--- config.mk ---
export PLATFORM = sky130hd
export DESIGN_NAME = pipe_stage_reg_flat
export DESIGN_NICKNAME = d
export VERILOG_FILES = /design/src/rtl/pipe_stage_reg_pkg.sv /design/src/rtl/pipe_stage_reg_if.sv /design/src/rtl/pipe_stage_reg_lane.sv /design/src/rtl/pipe_stage_reg.sv /design/src/flat_wrapper.sv
export SDC_FILE = /design/constraint.sdc
export NUM_CORES = 1
export LEC_CHECK = 0
export CAP_MARGIN = 20
export CORE_MARGIN = 1
export CORE_UTILIZATION = 39
export CTS_CLUSTER_SIZE = 8
export DETAILED_ROUTE_END_ITERATION = 6
export GPL_ROUTABILITY_DRIVEN = 0
export PLACE_DENSITY = 0.82
export SLEW_MARGIN = 20
export SYNTH_ARGS = -nofsm -noshare
export SYNTH_HDL_FRONTEND = slang
export SYNTH_SLANG_ARGS = --single-unit
--- constraint.sdc ---
create_clock -name clk -period 1.1 [get_ports clk]
set_input_delay 0.22 -clock clk [delete_from_list [all_inputs] [get_ports clk]]
set_output_delay 0.22 -clock clk [all_outputs]
set_load 0.02 [all_outputs]
--- src/rtl/pipe_stage_reg_pkg.sv ---
// pipe_pkg: shared constants and the Tnew countdown helper for pipe_stage_reg.
//   RESET_PC_DEFAULT  PC loaded at reset and by a non-PC-keeping bubble
//   NOP_IR            instruction word of a bubble
//   EXC_NONE          "no exception" code
//   TNEW_W_DEFAULT    default Tnew field width
//   tnew_next(t)      Tnew as seen one stage later, saturating at 0
package pipe_pkg;
    localparam logic [31:0] RESET_PC_DEFAULT = 32'h0000_3000;
    localparam logic [31:0] NOP_IR = 32'h0;
    localparam logic [4:0] EXC_NONE = 5'd0;
    localparam int TNEW_W_DEFAULT = 3;
    function automatic logic [31:0] tnew_next(input logic [31:0] t);
        return (t == 32'd0) ? 32'd0 : t - 32'd1;
    endfunction
endpackage

--- src/rtl/pipe_stage_reg_if.sv ---
// pipe_stage_reg_if: stage-boundary bundle between an upstream and a downstream stage.
//   control : en (load), flush (bubble)
//   inputs  : ir_i, pc_i, data_i (NUM_DATA x 32 lanes), grf_we_i, tnew_i, exc_code_i, bd_i
//   outputs : ir_o, pc_o, pc4_o, pc8_o, data_o, grf_we_o, tnew_o, valid_o, exc_code_o, bd_o, hold_cnt_o
//   master drives control/inputs and reads outputs; slave is the register itself.
interface pipe_stage_reg_if import pipe_pkg::*; #(
    parameter int NUM_DATA = 3,
    parameter int TNEW_W = TNEW_W_DEFAULT,
    parameter int HOLD_W = 4
);
    logic                  en;
    logic                  flush;
    logic [31:0]           ir_i;
    logic [31:0]           pc_i;
    logic [32*NUM_DATA-1:0] data_i;
    logic                  grf_we_i;
    logic [TNEW_W-1:0]     tnew_i;
    logic [4:0]            exc_code_i;
    logic                  bd_i;
    logic [31:0]           ir_o;
    logic [31:0]           pc_o;
    logic [31:0]           pc4_o;
    logic [31:0]           pc8_o;
    logic [32*NUM_DATA-1:0] data_o;
    logic                  grf_we_o;
    logic [TNEW_W-1:0]     tnew_o;
    logic                  valid_o;
    logic [4:0]            exc_code_o;
    logic                  bd_o;
    logic [HOLD_W-1:0]     hold_cnt_o;

    modport master (
        output en, flush, ir_i, pc_i, data_i, grf_we_i, tnew_i, exc_code_i, bd_i,
        input  ir_o, pc_o, pc4_o, pc8_o, data_o, grf_we_o, tnew_o, valid_o, exc_code_o, bd_o, hold_cnt_o
    );
    modport slave (
        input  en, flush, ir_i, pc_i, data_i, grf_we_i, tnew_i, exc_code_i, bd_i,
        output ir_o, pc_o, pc4_o, pc8_o, data_o, grf_we_o, tnew_o, valid_o, exc_code_o, bd_o, hold_cnt_o
    );
endinterface

--- src/rtl/pipe_stage_reg_lane.sv ---
// pipe_lane_reg: one 32-bit data lane with async active-low reset, clear and load.
//   clk, reset (active low, async), ld (load d), clr (zero, beats ld), d in, q out
module pipe_lane_reg (
    input  logic        clk,
    input  logic        reset,
    input  logic        ld,
    input  logic        clr,
    input  logic [31:0] d,
    output logic [31:0] q
);
    always_ff @(posedge clk or negedge reset)
        if (!reset) q <= '0;
        else if (clr) q <= '0;
        else if (ld) q <= d;
endmodule

--- src/rtl/pipe_stage_reg.sv ---
// pipe_stage_reg: inter-stage pipeline register with load/hold/flush and stall diagnostics.
//   clk   rising-edge clock
//   reset asynchronous active-low reset
//   bus   pipe_stage_reg_if.slave: en/flush control, *_i payload in, *_o registered payload out,
//         valid_o (0 = bubble), hold_cnt_o (saturating count of cycles held with valid contents)
//   Edge priority: flush > en > hold.
module pipe_stage_reg import pipe_pkg::*; #(
    parameter int          NUM_DATA = 3,
    parameter int          TNEW_W = TNEW_W_DEFAULT,
    parameter int          HOLD_W = 4,
    parameter logic [31:0] RESET_PC = RESET_PC_DEFAULT,
    parameter bit          KEEP_PC_ON_FLUSH = 1'b1
) (
    input logic            clk,
    input logic            reset,
    pipe_stage_reg_if.slave bus
);
    logic [31:0]            ir_q, pc_q, pc4_q, pc8_q;
    logic                   we_q, valid_q, bd_q;
    logic [TNEW_W-1:0]      tnew_q;
    logic [4:0]             exc_q;
    logic [HOLD_W-1:0]      hold_q;
    logic [31:0]            lane_q [NUM_DATA];
    logic [32*NUM_DATA-1:0] data_q;
    logic [31:0]            pc_src;
    logic                   bd_src, exc_hit;
    logic [TNEW_W-1:0]      tnew_ld;

    for (genvar k = 0; k < NUM_DATA; k++) begin : g_lane
        pipe_lane_reg u_lane (
            .clk   (clk),
            .reset (reset),
            .ld    (bus.en),
            .clr   (bus.flush),
            .d     (bus.data_i[32*k +: 32]),
            .q     (lane_q[k])
        );
    end

    always_comb begin
        data_q = '0;
        for (int i = 0; i < NUM_DATA; i++) data_q[32*i +: 32] = lane_q[i];
    end

    // A bubble either keeps the incoming PC/bd (so EPC can be recovered) or falls back to reset values.
    assign pc_src  = (bus.flush && !KEEP_PC_ON_FLUSH) ? RESET_PC : bus.pc_i;
    assign bd_src  = (bus.flush && !KEEP_PC_ON_FLUSH) ? 1'b0 : bus.bd_i;
    // A faulting instruction never writes back, so it must not stall consumers either.
    assign exc_hit = bus.exc_code_i != EXC_NONE;
    assign tnew_ld = exc_hit ? '0 : TNEW_W'(tnew_next(32'(bus.tnew_i)));

    always_ff @(posedge clk or negedge reset) begin
        if (!reset) begin
            ir_q    <= NOP_IR;
            pc_q    <= RESET_PC;
            pc4_q   <= RESET_PC + 32'd4;
            pc8_q   <= RESET_PC + 32'd8;
            we_q    <= 1'b0;
            tnew_q  <= '0;
            valid_q <= 1'b0;
            exc_q   <= EXC_NONE;
            bd_q    <= 1'b0;
            hold_q  <= '0;
        end else if (bus.flush || bus.en) begin
            ir_q    <= bus.flush ? NOP_IR : bus.ir_i;
            pc_q    <= pc_src;
            pc4_q   <= pc_src + 32'd4;
            pc8_q   <= pc_src + 32'd8;
            we_q    <= !bus.flush && bus.grf_we_i && !exc_hit;
            tnew_q  <= bus.flush ? '0 : tnew_ld;
            valid_q <= !bus.flush;
            exc_q   <= bus.flush ? EXC_NONE : bus.exc_code_i;
            bd_q    <= bd_src;
            hold_q  <= '0;
        end else if (valid_q && hold_q != '1) begin
            hold_q  <= hold_q + 1'b1;
        end
    end

    assign bus.ir_o       = ir_q;
    assign bus.pc_o       = pc_q;
    assign bus.pc4_o      = pc4_q;
    assign bus.pc8_o      = pc8_q;
    assign bus.data_o     = data_q;
    assign bus.grf_we_o   = we_q;
    assign bus.tnew_o     = tnew_q;
    assign bus.valid_o    = valid_q;
    assign bus.exc_code_o = exc_q;
    assign bus.bd_o       = bd_q;
    assign bus.hold_cnt_o = hold_q;
endmodule
--- src/flat_wrapper.sv ---
// flat-port wrapper written by rule: the top's interface ports become plain ports
module pipe_stage_reg_flat import pipe_pkg::*;
#(
    parameter int          NUM_DATA = 3,
    parameter int          TNEW_W = TNEW_W_DEFAULT,
    parameter int          HOLD_W = 4,
    parameter logic [31:0] RESET_PC = RESET_PC_DEFAULT,
    parameter bit          KEEP_PC_ON_FLUSH = 1'b1
)
  (clk, reset, bus_en, bus_flush, bus_ir_i, bus_pc_i, bus_data_i, bus_grf_we_i, bus_tnew_i, bus_exc_code_i, bus_bd_i, bus_ir_o, bus_pc_o, bus_pc4_o, bus_pc8_o, bus_data_o, bus_grf_we_o, bus_tnew_o, bus_valid_o, bus_exc_code_o, bus_bd_o, bus_hold_cnt_o);
  pipe_stage_reg_if #(.NUM_DATA(NUM_DATA), .TNEW_W(TNEW_W), .HOLD_W(HOLD_W)) bus_i ();
  input logic clk;
  input logic reset;
  input wire logic [$bits(bus_i.en)-1:0] bus_en;
  input wire logic [$bits(bus_i.flush)-1:0] bus_flush;
  input wire logic [$bits(bus_i.ir_i)-1:0] bus_ir_i;
  input wire logic [$bits(bus_i.pc_i)-1:0] bus_pc_i;
  input wire logic [$bits(bus_i.data_i)-1:0] bus_data_i;
  input wire logic [$bits(bus_i.grf_we_i)-1:0] bus_grf_we_i;
  input wire logic [$bits(bus_i.tnew_i)-1:0] bus_tnew_i;
  input wire logic [$bits(bus_i.exc_code_i)-1:0] bus_exc_code_i;
  input wire logic [$bits(bus_i.bd_i)-1:0] bus_bd_i;
  output wire logic [$bits(bus_i.ir_o)-1:0] bus_ir_o;
  output wire logic [$bits(bus_i.pc_o)-1:0] bus_pc_o;
  output wire logic [$bits(bus_i.pc4_o)-1:0] bus_pc4_o;
  output wire logic [$bits(bus_i.pc8_o)-1:0] bus_pc8_o;
  output wire logic [$bits(bus_i.data_o)-1:0] bus_data_o;
  output wire logic [$bits(bus_i.grf_we_o)-1:0] bus_grf_we_o;
  output wire logic [$bits(bus_i.tnew_o)-1:0] bus_tnew_o;
  output wire logic [$bits(bus_i.valid_o)-1:0] bus_valid_o;
  output wire logic [$bits(bus_i.exc_code_o)-1:0] bus_exc_code_o;
  output wire logic [$bits(bus_i.bd_o)-1:0] bus_bd_o;
  output wire logic [$bits(bus_i.hold_cnt_o)-1:0] bus_hold_cnt_o;
  assign bus_i.en = bus_en;
  assign bus_i.flush = bus_flush;
  assign bus_i.ir_i = bus_ir_i;
  assign bus_i.pc_i = bus_pc_i;
  assign bus_i.data_i = bus_data_i;
  assign bus_i.grf_we_i = bus_grf_we_i;
  assign bus_i.tnew_i = bus_tnew_i;
  assign bus_i.exc_code_i = bus_exc_code_i;
  assign bus_i.bd_i = bus_bd_i;
  assign bus_ir_o = bus_i.ir_o;
  assign bus_pc_o = bus_i.pc_o;
  assign bus_pc4_o = bus_i.pc4_o;
  assign bus_pc8_o = bus_i.pc8_o;
  assign bus_data_o = bus_i.data_o;
  assign bus_grf_we_o = bus_i.grf_we_o;
  assign bus_tnew_o = bus_i.tnew_o;
  assign bus_valid_o = bus_i.valid_o;
  assign bus_exc_code_o = bus_i.exc_code_o;
  assign bus_bd_o = bus_i.bd_o;
  assign bus_hold_cnt_o = bus_i.hold_cnt_o;
  pipe_stage_reg #(.NUM_DATA(NUM_DATA), .TNEW_W(TNEW_W), .HOLD_W(HOLD_W), .RESET_PC(RESET_PC), .KEEP_PC_ON_FLUSH(KEEP_PC_ON_FLUSH)) u_core (.clk(clk), .reset(reset), .bus(bus_i));
endmodule
# ---- After elaboration in Yosys (flattened, before gate mapping)
# Index checks and enable logic that the tools add are counted.
dict set report totals {
  register_bits 239
  output_inout_bits 239
  word_cells 41
}
dict set report classes {
  add_sub_neg 4
  eq_ne 1
  n_mux 13
  reduce_logical 10
}
# operator n
set op_table {}
lappend op_table {{two-way mux 32 bit} 7}
lappend op_table {{adder 32 x 3 -> 32 bit (second input constant)} 1}
lappend op_table {{adder 32 x 4 -> 32 bit (second input constant)} 1}
lappend op_table {{two-way mux 3 bit} 3}
lappend op_table {{two-way mux 4 bit} 2}
lappend op_table {{two-way mux 5 bit} 1}
lappend op_table {{nonzero test 5 bit} 1}
lappend op_table {{adder 4 x 1 -> 4 bit (second input constant)} 1}
lappend op_table {{!= test 4 bit (second input constant)} 1}
lappend op_table {{nonzero test 2 bit} 2}
lappend op_table {{logical AND 1 bit} 3}
lappend op_table {{logical NOT 3 bit} 1}
lappend op_table {{subtractor 3 x 1 -> 3 bit (second input constant)} 1}
lappend op_table {{logical NOT 1 bit} 2}
lappend op_table {{logical OR 1 bit} 1}

# ---- Depth between registers and ports, before layout
dict set report logic_depth {
  ltp_word 4
  mapped_depth 6
  ltp_nobuf 5
}

# ---- Modules after synthesis
# Synthesis repeated with hierarchy kept, for this count alone.
dict set report hier_totals {
  cells_unflattened 989
  area_unflattened_um2 10450.0
}
# mod instances cells_each area_per_inst_um2 seq_area_each_um2
set modules_own_cells {}
lappend modules_own_cells {pipe_stage_reg 1 680 6478.7 3463.3}
lappend modules_own_cells {pipe_lane_reg 3 103 1323.8 800.8}

# ---- Worst setup path after synthesis
# Ideal clock, no wire load.
dict set report synth_path {
  path_kind {input -> register}
  startpoint {input port bus_pc_i[3]}
  endpoint {register u_core.pc4_q[31], in the netlist u_core.bus.pc4_o[31]}
  arrival_time_ps 1754
  required_ps 1018
  setup_slack_ps -736
  cell_stages 5
  path_buffers 0
  cell_sequence {ha_1 -> nand3_2 -> or4_4 -> or4_1 -> a31oi_1}
}
dict set report synth_via {
  elab_chain_cells 1
}
# item line
set synth_lines {}
lappend synth_lines {{from (decl)} flat_wrapper.sv:17} ;# input wire logic [$bits(bus_i.pc_i)-1:0] bus_pc_i;
lappend synth_lines {{adder 32 x 3 -> 32 bit} pipe_stage_reg.sv:67} ;# pc4_q <= pc_src + 32'd4;
lappend synth_lines {{to (signal assigned)} pipe_stage_reg.sv:56} ;# pc4_q <= RESET_PC + 32'd4;
lappend synth_lines {{to (signal assigned)} pipe_stage_reg.sv:67}
lappend synth_lines {{to (decl)} pipe_stage_reg.sv:18} ;# logic [31:0] ir_q, pc_q, pc4_q, pc8_q;
# No other way between the ends.
# A chain may end at the register's enable or synchronous reset.

# ---- Worst setup path after layout
dict set report layout_path {
  startpoint {input port bus_pc_i[13]}
  endpoint {register u_core.pc8_q[31], in the netlist u_core.bus.pc8_o[31]}
}
dict set report layout_via {
  elab_chain_cells 1
}
# item line
set layout_lines {}
lappend layout_lines {{adder 32 x 4 -> 32 bit} pipe_stage_reg.sv:68} ;# pc8_q <= pc_src + 32'd8;
lappend layout_lines {{to (signal assigned)} pipe_stage_reg.sv:57} ;# pc8_q <= RESET_PC + 32'd8;
lappend layout_lines {{to (signal assigned)} pipe_stage_reg.sv:68}
lappend layout_lines {{to (decl)} pipe_stage_reg.sv:18}
# No other way between the ends.

==> out/metrics.cfg <==
[clock_tree]
ctsHtreeMaxLevel=2
cts_tree=yes
clockBufferDepth=3
clk_pin_slew_worst_paths_ps=50
cts_inserted_buffers=35
clock_latency_ps=500
cts-root-buf=clkbuf_16
cts.sinks=234

[synth]
syn_inst=978
synth_edf_count=0
syn-num-nets=1157
yosysSeqAreaShare_pct=57.33
synth_cell_types=40
avgSynthCellArea_um2=10.46
synthArstFlopShare_pct=100.0
ys_seq_elements=234
synth_warnings=0
netlist_area_mm2=0.01023
ys.flop_type=dfrtp_1

[floorplanning]
die_y_um=164.0
ioPinCount=413
num_rows=58
core_area_mm2=0.02547
die_area_mm2=0.02688
start_util_pct=40.17
die-width_um=164.0

[power]
power-per-cell-area_mw_per_mm2=1343
power_leakage_nw=9.265
finalPower_mw=25.39
ir_drop_v=0.001304

[detailed_routing]
drc=0
via_per_inst=5.530
final_antenna_net_count=0
wl_per_cell_um=22.91
drt_iter0_markers=1120
drt-total-wl_um=46550
first_pass_iters=6
vias=11240

[worst_setup_path]
critical-path-top-delay-family=simple AND/OR/NAND/NOR gates
slowest_stage=or4_4
critPathLaunch=bus_pc_i[13]
cp.required_ps=1510
start_kind=input pin
r2r-start=u_core.bus.hold_cnt_o[1]$_DFFE_PN0P_
critPathMaxStageDelay_ps=580
worstPathArrival_ps=1840
end_kind=flop
crit_type=in -> reg
cp.buffers_inverters=2
crit_chain=buf_4 > nand4_1 > or4_4 > buf_6 > or3_1 > a31oi_1
cp_max_fo=4

[global_routing]
track_usage_pct=29.36
antenna_found_initial=5
grt_max_degree=74
grt_overflow=0
grt_pass1_vias=10880
grt_pass1_wl_um=60330

[timing]
max_freq_ghz=0.7026
tns_ps=-44440
maxSlewHeadroom_pct=65.13
hold_viol_final=0
timing.hold.ws_ps=15.22
rsz0062_at_grt=yes
setup_ws_ps=-323.4
skew_ps=8.198
setup_viol=279
worst_pin_slew_ps=517.6
post-route-period-util_pct=129.4
layout_min_cycle_time_ps=1423
slew_viol_final=0

[status]
outcome=finished with violations
violations=negative setup slack

[cells_and_area]
fin_util_pct=74.24
layout_common_cells=buf_6 (289), buf_4 (276), dfrtp_1 (222), nor2_1 (163), nand2_1 (145)
synthToLayoutAreaGrowth_pct=84.84
nNetsFinal=1858
instances_no_fill=2032
drive_above_1_share_pct=41.70
layout_commonest_cell=buf_6

[placement]
io_buffer_count=412
placed_cells=1787
dp_hpwl_um=26350

[hold_path]
holdCritStartpoint=bus_pc_i[2]
hold_path_class=in -> reg

[flow_run]
max_cap_violations=0

-- metrics by stage --
stage,setup slack [ps],instance area (um2)
floorplan,-571.8,10640
global placement,-1204,15770
detailed placement,-1253,15770
CTS,-329.5,18090
global route,-360.9,18910
finish,-323.4,18910
-- synthesized netlist by cell type (all sizes together), types with 8 or more instances --
| cell type | number | area share, % |
|---|---|---|
| o21ai | 38 | 1.9 |
| nor2 | 165 | 6.1 |
| clkbuf | 39 | 1.4 |
| or3 | 11 | 0.67 |
| dfstp | 8 | 2.1 |
| nand2 | 150 | 5.5 |
| buf | 37 | 1.8 |
| o31ai | 8 | 0.59 |
| and3 | 9 | 0.55 |
| nand4 | 24 | 1.7 |
| mux2i | 134 | 13 |
| xnor2 | 8 | 0.68 |
| nand3 | 21 | 1.1 |
| xor2 | 23 | 2.0 |
| dfrtp | 226 | 55 |
| and4 | 9 | 0.78 |
| a31oi | 16 | 0.98 |
| or4 | 18 | 1.4 |
-- final timing paths --
check                                                        to  slack, ps  cells past startpoint
setup / recovery               u_core.bus.pc8_o[31]$_DFFE_PN0N_       -320                      6
hold / removal                  u_core.bus.pc4_o[2]$_DFFE_PN1N_         20                      3
setup reg to reg           u_core.bus.hold_cnt_o[3]$_DFFE_PN0P_       -100                      6
hold reg to reg                 u_core.bus.pc_o[12]$_DFFE_PN1N_        470                      2
max in group asynchronous       u_core.bus.pc_o[31]$_DFFE_PN0N_        350                      3
min in group asynchronous      u_core.bus.pc8_o[17]$_DFFE_PN0N_        340                      3
-- registers in the layout, summed over array words and instances, names as in the netlist --
register,cells
u_core.bus.ir_o,32
u_core.g_lane.u_lane.q,96
u_core.bus.pc_o,29
u_core.bus.grf_we_o,1
u_core.bus.hold_cnt_o,4
u_core.bus.tnew_o,3
u_core.bus.bd_o,1
u_core.bus.pc4_o,30
u_core.bus.valid_o,1
u_core.bus.exc_code_o,5
u_core.bus.pc8_o,32
-- cells by family (layout without fill, tap and decap cells) --
logic type	Yosys count	count (layout)	share of synthesized area, %
AND/OR/NAND/NOR	415	416	18.23
flip-flops	234	234	57.33
multiplexers	134	134	13.11
AO/OA/AOI/OAI	80	80	4.733
buffers and inverters	79	798	3.326
XOR/XNOR	31	31	2.654
adder cells (fa/ha/maj)	5	5	0.6115
other	0	4	0
-- what timing repair did --
| item | in CTS | in global routing |
|---|---|---|
| pin swaps | 46 | 47 |
| cloned | 1 | 0 |
| gates resized for setup | 1494 | 76 |
| setup endpoints to repair | 298 | 280 |
| hold buffers | 1 | 0 |
| setup buffers | 109 | 78 |
| endpoints found under the hold margin | 229 | 0 |
-- power by group --
group	total [mW]	switching, mW	internal, mW
registers	9.72	0.500	9.22
clock network	9.91	4.03	5.87
logic	5.76	2.79	2.97
total	25.4	7.32	18.1
-- worst register-to-register path, cell delays in order (launching register included) --
cell and delay (ps):
dfrtp_2 410, buf_6 130, ha_4 160, nand3_4 90, nand3_2 90, xor2_1 140
nor2_1 100
-- area by class of cell --
| cell class | count | area, um2 |
|---|---|---|
| Multi-Input combinational cell | 666 | 4409 |
| Timing Repair Buffer | 739 | 7218 |
| Tap cell | 330 | 412.9 |
| Antenna cell | 4 | 10.01 |
| Sequential cell | 234 | 5871 |
| Inverter | 3 | 15.01 |
| Fill cell | 1519 | 6561 |
| Clock inverter | 4 | 35.03 |
| Clock buffer | 52 | 939.7 |
-- metal layers --
layer	GRT usage, %	wire length (um)	vias to the layer above
met5	0	11	-
met4	21.46	3936	2
met3	8.106	4865	315
met2	47.86	21890	870
met1	33.04	15840	5318
li1	-	-	4732
No activity file was read; power rests on OpenSTA's default activity.
